### config.mk
export PLATFORM = sky130hd
export DESIGN_NAME = rr_grant_decoder
export DESIGN_NICKNAME = d
export VERILOG_FILES = /design/src/rtl/rr_grant_decoder_pkg.sv /design/src/rtl/rr_grant_decoder_pick.sv /design/src/rtl/rr_grant_decoder.sv
export SDC_FILE = /design/constraint.sdc
export NUM_CORES = 1
export LEC_CHECK = 0
export CAP_MARGIN = 10
export CORE_UTILIZATION = 47
export CTS_CLUSTER_SIZE = 12
export DETAILED_ROUTE_END_ITERATION = 8
export GPL_TIMING_DRIVEN = 0
export PLACE_DENSITY = 0.86
export SLEW_MARGIN = 30
export SYNTH_ARGS = -nofsm -noshare
export SYNTH_HDL_FRONTEND = slang
export SYNTH_HIERARCHICAL = 1
export SYNTH_SLANG_ARGS = --single-unit
### constraint.sdc
create_clock -name clk -period 3.6 [get_ports clk]
set_input_delay 0.9 -clock clk [delete_from_list [all_inputs] [get_ports clk]]
set_output_delay 0.9 -clock clk [all_outputs]
set_load 0.05 [all_outputs]
### src/rtl/rr_grant_decoder_pkg.sv
// Shared definitions for the rotating-priority grant decoder: the gate delay unit,
// the FSM state encoding, the default requester count and the pointer wrap helper.
`timescale 1ns/1ps

`ifndef D
`define D 1
`endif

package rr_grant_decoder_pkg;

  localparam int N_DEFAULT = 3;

  typedef enum logic {
    ST_IDLE  = 1'b0,
    ST_GRANT = 1'b1
  } state_e;

  // Next highest-priority index after winner w, wrapping at n-1 back to 0.
  function automatic int wrap_inc(input int w, input int n);
    int nxt;
    nxt = w + 1;
    if (nxt >= n) begin
      nxt = 0;
    end else begin
      nxt = nxt;
    end
    return nxt;
  endfunction

endpackage

### src/rtl/rr_grant_decoder_pick.sv
// Combinational rotating-priority search: the first asserted request found
// starting at ptr and wrapping modulo N wins.
`timescale 1ns/1ps

module rr_grant_decoder_pick #(
  parameter int N    = 3,
  parameter int ID_W = $clog2(N)
) (
  input  logic [N-1:0]    req,
  input  logic [ID_W-1:0] ptr,
  output logic [ID_W-1:0] win_id,
  output logic            win_valid
);

  int dist_s;
  int best_s;

  // Choose the requester with the smallest rotated distance from ptr.
  always_comb begin
    win_id    = {ID_W{1'b0}};
    win_valid = 1'b0;
    dist_s    = 0;
    best_s    = N;
    for (int j = 0; j < N; j++) begin
      dist_s = j - int'(ptr);
      if (dist_s < 0) begin
        dist_s = dist_s + N;
      end else begin
        dist_s = dist_s;
      end
      if (req[j] && (dist_s < best_s)) begin
        best_s    = dist_s;
        win_id    = ID_W'(j);
        win_valid = 1'b1;
      end else begin
        best_s    = best_s;
      end
    end
  end

endmodule

### src/rtl/rr_grant_decoder.sv
// Rotating-priority one-hot grant decoder with an OR-reduced any_req.
// Build macro GATE_DELAY_EN adds #`D delays to register updates and a delayed `or` for any_req.
`timescale 1ns/1ps

`ifdef GATE_DELAY_EN
`define RR_DLY #`D
`else
`define RR_DLY
`endif

module rr_grant_decoder
  import rr_grant_decoder_pkg::*;
#(
  parameter int N    = N_DEFAULT,
  parameter int ID_W = $clog2(N)
) (
  input  logic            clk,
  input  logic            rst,
  input  logic [N-1:0]    req,
  input  logic            done,
  output logic [N-1:0]    grant,
  output logic [ID_W-1:0] grant_id,
  output logic            busy,
  output logic            any_req
);

  state_e          state_q, state_d;
  logic [ID_W-1:0] ptr_q, ptr_d;
  logic [N-1:0]    grant_q, grant_d;
  logic [ID_W-1:0] grant_id_q, grant_id_d;
  logic            busy_q, busy_d;

  logic [ID_W-1:0] win_id_s;
  logic            win_valid_s;
  logic            any_red_s;
  logic            owner_req_s;

  rr_grant_decoder_pick #(
    .N    (N),
    .ID_W (ID_W)
  ) u_pick (
    .req       (req),
    .ptr       (ptr_q),
    .win_id    (win_id_s),
    .win_valid (win_valid_s)
  );

  assign any_red_s   = |req;
  // grant_q is one-hot on the winner, so this picks out req[w].
  assign owner_req_s = |(req & grant_q);

`ifdef GATE_DELAY_EN
  or #(`D) u_any_or (any_req, any_red_s, 1'b0);
`else
  assign any_req = any_red_s;
`endif

  // Next-state and next-output computation for the IDLE/GRANT controller.
  always_comb begin
    state_d    = state_q;
    ptr_d      = ptr_q;
    grant_d    = grant_q;
    grant_id_d = grant_id_q;
    busy_d     = busy_q;
    case (state_q)
      ST_IDLE: begin
        if (win_valid_s) begin
          for (int i = 0; i < N; i++) begin
            grant_d[i] = (win_id_s == ID_W'(i));
          end
          grant_id_d = win_id_s;
          busy_d     = 1'b1;
          state_d    = ST_GRANT;
        end else begin
          state_d    = ST_IDLE;
        end
      end
      ST_GRANT: begin
        if (done || !owner_req_s) begin
          grant_d = {N{1'b0}};
          busy_d  = 1'b0;
          ptr_d   = ID_W'(wrap_inc(int'(grant_id_q), N));
          state_d = ST_IDLE;
        end else begin
          state_d = ST_GRANT;
        end
      end
      default: begin
        grant_d = {N{1'b0}};
        busy_d  = 1'b0;
        state_d = ST_IDLE;
      end
    endcase
  end

  // State and registered outputs; synchronous reset overrides everything.
  always_ff @(posedge clk) begin
    if (rst) begin
      state_q    <= `RR_DLY ST_IDLE;
      ptr_q      <= `RR_DLY {ID_W{1'b0}};
      grant_q    <= `RR_DLY {N{1'b0}};
      grant_id_q <= `RR_DLY {ID_W{1'b0}};
      busy_q     <= `RR_DLY 1'b0;
    end else begin
      state_q    <= `RR_DLY state_d;
      ptr_q      <= `RR_DLY ptr_d;
      grant_q    <= `RR_DLY grant_d;
      grant_id_q <= `RR_DLY grant_id_d;
      busy_q     <= `RR_DLY busy_d;
    end
  end

  assign grant    = grant_q;
  assign grant_id = grant_id_q;
  assign busy     = busy_q;

endmodule

==> results.rst <==
.. list-table::
   :header-rows: 1

   * - Metric
     - Value
   * - Run status
     - finished with violations
   * - Violations in the final reports
     - negative setup slack
   * - Overall routed net length
     - 1940 µm
   * - CTS Root Cell
     - sky130_fd_sc_hd__clkbuf_4
   * - Leakage power
     - 0.485 nW
   * - Fin crit period
     - about 3600 ps
   * - Final core area utilization
     - 0.708
   * - Transition time of the tightest slew-check pin
     - 500 ps
   * - Clock network latency to the later pin of the worst-skew pair
     - 250 ps
   * - Vias per cell
     - 5.19
   * - Ratio of total power to cell area
     - between 300 and 400 mW/mm²
   * - Maximum buffer depth of the clock tree
     - 2
   * - Post-synthesis cell count
     - 96
   * - Antenna Nets Post-Route
     - 0
   * - Clock Skew
     - 2.69 ps
   * - Fin area
     - approximately 0.0012 mm²
   * - Vias after detailed routing
     - ~760
   * - Clock transition at path regs
     - 60 ps
   * - GRT overflow
     - 0
   * - Half-perimeter wire length after detailed placement
     - ~1300 µm
   * - Final Max Slew Viols
     - 0
   * - Avg Synthesized Cell Area
     - 8.89 µm²
   * - Total count of hold-check failures in the final report
     - 0
   * - CTS H-Tree Depth
     - 1
   * - Total Power Consumption
     - between 0.4 and 0.5 mW
   * - CP Data Required Time
     - 3790 ps
   * - Routed wirelength normalized by instance count
     - 13.3 µm
   * - Starting density of the core
     - 0.500
   * - Data arrival, critical path
     - around 3800 ps
   * - Worst slew slack as a fraction of its limit
     - 0.666
   * - Initial detailed-routing violation count
     - 11
   * - Placeable core region
     - 0.00171 mm²
   * - Max frequency
     - 275 MHz
   * - Ratio of cells with drive above 1 in the final layout
     - 0.364
   * - Cell area after technology mapping
     - 853 µm²
   * - Die height
     - between 40 and 50 µm
   * - Setup slack, reg-to-reg
     - roughly 20 ps
   * - Crit start category
     - input port
   * - Fin Setup TNS
     - -34.5 ps
   * - RSZ-0062 raised after global routing
     - yes
   * - Total Nets Final
     - 140
   * - Post-placement cell area
     - between 0.001 and 0.0015 mm²
   * - Total of max-cap violations
     - 0
   * - Die extent in x
     - 44.6 µm
   * - Number of detailed-route iterations in the first pass
     - 4
   * - Inserted Diodes
     - 0
   * - Placed cell count
     - 134
   * - Number of rows in the core area
     - 15
   * - Nature of the critical path endpoint
     - register
   * - Sequential share of the synthesized area
     - 0.211
   * - Leading cell type in the layout, fill and taps excluded
     - sky130_fd_sc_hd__clkdlybuf4s50_1
   * - Post-synth EDFFs
     - 0
   * - Number of CTS-inserted buffers
     - 3
   * - Maximum vdd ir drop
     - 0.356 mV
   * - Largest fanout of any net on the critical path
     - 3
   * - Weighted congestion reported at the end of routability-driven placement
     - approximately 0.79
   * - Final critical-path setup slack
     - -34.5 ps
   * - Warning count from the yosys run
     - 6
   * - Initial antenna violation count
     - 0
   * - Worst setup path category
     - input port to register
   * - Non-Filler Instances
     - 146
   * - Fraction of registers with async set or reset after synthesis
     - 0
   * - Number of remaining DRC errors
     - 0
   * - Number of buffers added on ports
     - 12
   * - Number of global-route vias before repair
     - ~680
   * - Unique cell type count in the Yosys netlist
     - 46
   * - Number of hold buffers added after CTS
     - 0
   * - Tcrit/Tclk final
     - 1.01
   * - Min-Delay Path Class
     - register to register
   * - Floorplan die area
     - 0.00199 mm²
   * - Largest net degree at the start of global routing
     - 11
   * - Commonest non-fill, non-tap cells in the layout
     - sky130_fd_sc_hd__clkdlybuf4s50_1, sky130_fd_sc_hd__ha_1, sky130_fd_sc_hd__nand2_1, sky130_fd_sc_hd__dfxtp_1
   * - Area growth syn-to-layout
     - 41.8%
   * - Io pins
     - 13
   * - First-pass GRT wire length
     - 3030 µm
   * - Overall routing resource usage
     - 0.204
   * - Final setup violation count
     - 1
   * - Sink count of the clock tree
     - 9
   * - Register bit total from synthesis
     - 9
   * - TritonCTS clock tree
     - built
   * - Predominant post-synthesis flop cell
     - sky130_fd_sc_hd__dfxtp_1
-- worst paths after layout --
check              startpoint     endpoint  cells past startpoint
hold reg to reg   grant_id[0]  grant_id[0]                      2
setup / recovery       req[0]     grant[2]                     16
setup reg to reg     ptr_q[1]     grant[2]                     17
hold / removal    grant_id[0]  grant_id[0]                      2
-- state kept, by name, summed over array words and instances (netlist names) --
signal	flops
state_q	1
grant_id	2
ptr_q	2
grant	3
busy	1
-- power by group --
group          internal (mW)  switching, mW  leakage, nW
clock                 0.0426         0.0331       0.0150
combinational          0.123          0.142        0.395
sequential             0.115         0.0198       0.0751
total                  0.281          0.195        0.485
-- per-layer routing --
metal | global-route usage | vias up | routed length, µm | share of wire
met5 | 0 | - | 0 | 0
met4 | 0.0364 | 0 | 20 | 0.010
met3 | 0.0245 | 4 | 63 | 0.032
met2 | 0.368 | 20 | 950 | 0.49
met1 | 0.260 | 347 | 906 | 0.47
li1 | - | 387 | - | -
-- Yosys cell counts (2+ instances only) --
library cell	number	share of area
sky130_fd_sc_hd__nor2b_1	4	0.029
sky130_fd_sc_hd__and2_1	2	0.015
sky130_fd_sc_hd__nand2b_1	3	0.022
sky130_fd_sc_hd__nor3_1	4	0.023
sky130_fd_sc_hd__o31ai_1	2	0.018
sky130_fd_sc_hd__o21ai_1	2	0.012
sky130_fd_sc_hd__dfxtp_1	9	0.21
sky130_fd_sc_hd__nor2_1	4	0.018
sky130_fd_sc_hd__o21a_1	2	0.018
sky130_fd_sc_hd__a21oi_1	2	0.012
sky130_fd_sc_hd__nand3b_1	3	0.026
sky130_fd_sc_hd__ha_1	12	0.18
sky130_fd_sc_hd__inv_1	5	0.022
sky130_fd_sc_hd__nand2_1	9	0.040
sky130_fd_sc_hd__inv_2	2	0.0088
-- cell type report --
type / instances / area [µm²]
Buffer: 2 / 16.3
Clock buffer: 4 / 26.3
Fill cell: 121 / 498
Inverter: 7 / 26.3
Multi-Input combinational cell: 79 / 728
Sequential cell: 9 / 185
Tap cell: 25 / 31.3
Timing Repair Buffer: 20 / 196
-- what timing repair did --
item / 4_1_cts / 5_1_grt
setup buffers: 7 / 2
pin swaps: 5 / 5
setup endpoints to repair: 7 / 7
gates resized for setup: 18 / 10
-- cells by family (layout without fill, tap and decap cells) --
group                    after synthesis  count (layout)  synth area share
adder cells (fa/ha/maj)               12              12             0.176
buffers and inverters                  9              33            0.0499
multiplexers                           3               3            0.0425
AND/OR/NAND/NOR                       41              41             0.301
other                                  1               2           0.00439
AO/OA/AOI/OAI                         20              20             0.205
XOR/XNOR                               1               1            0.0103
flip-flops                             9               9             0.211
-- through the flow --
stage | worst slack [ps] | hold slack [ps]
finish | -34.5 | 487
global route | -147 | 524
CTS | -111 | 485
detailed placement | -947 | 474
global placement | -906 | 477
floorplan | -136 | 523
-- critical path, stage by stage --
cell	delay, ps
sky130_fd_sc_hd__buf_8	90
sky130_fd_sc_hd__and2b_2	200
sky130_fd_sc_hd__ha_4	210
sky130_fd_sc_hd__o21a_1	160
sky130_fd_sc_hd__o31a_1	130
sky130_fd_sc_hd__nor4_4	260
sky130_fd_sc_hd__mux2_4	340
sky130_fd_sc_hd__ha_4	260
sky130_fd_sc_hd__o21a_1	110
sky130_fd_sc_hd__nor2_2	40
sky130_fd_sc_hd__o311ai_2	260
sky130_fd_sc_hd__o211ai_1	180
sky130_fd_sc_hd__buf_4	190
sky130_fd_sc_hd__or2b_1	220
sky130_fd_sc_hd__a21o_1	160
sky130_fd_sc_hd__a21oi_2	100
(Power assumes the default switching activity.)
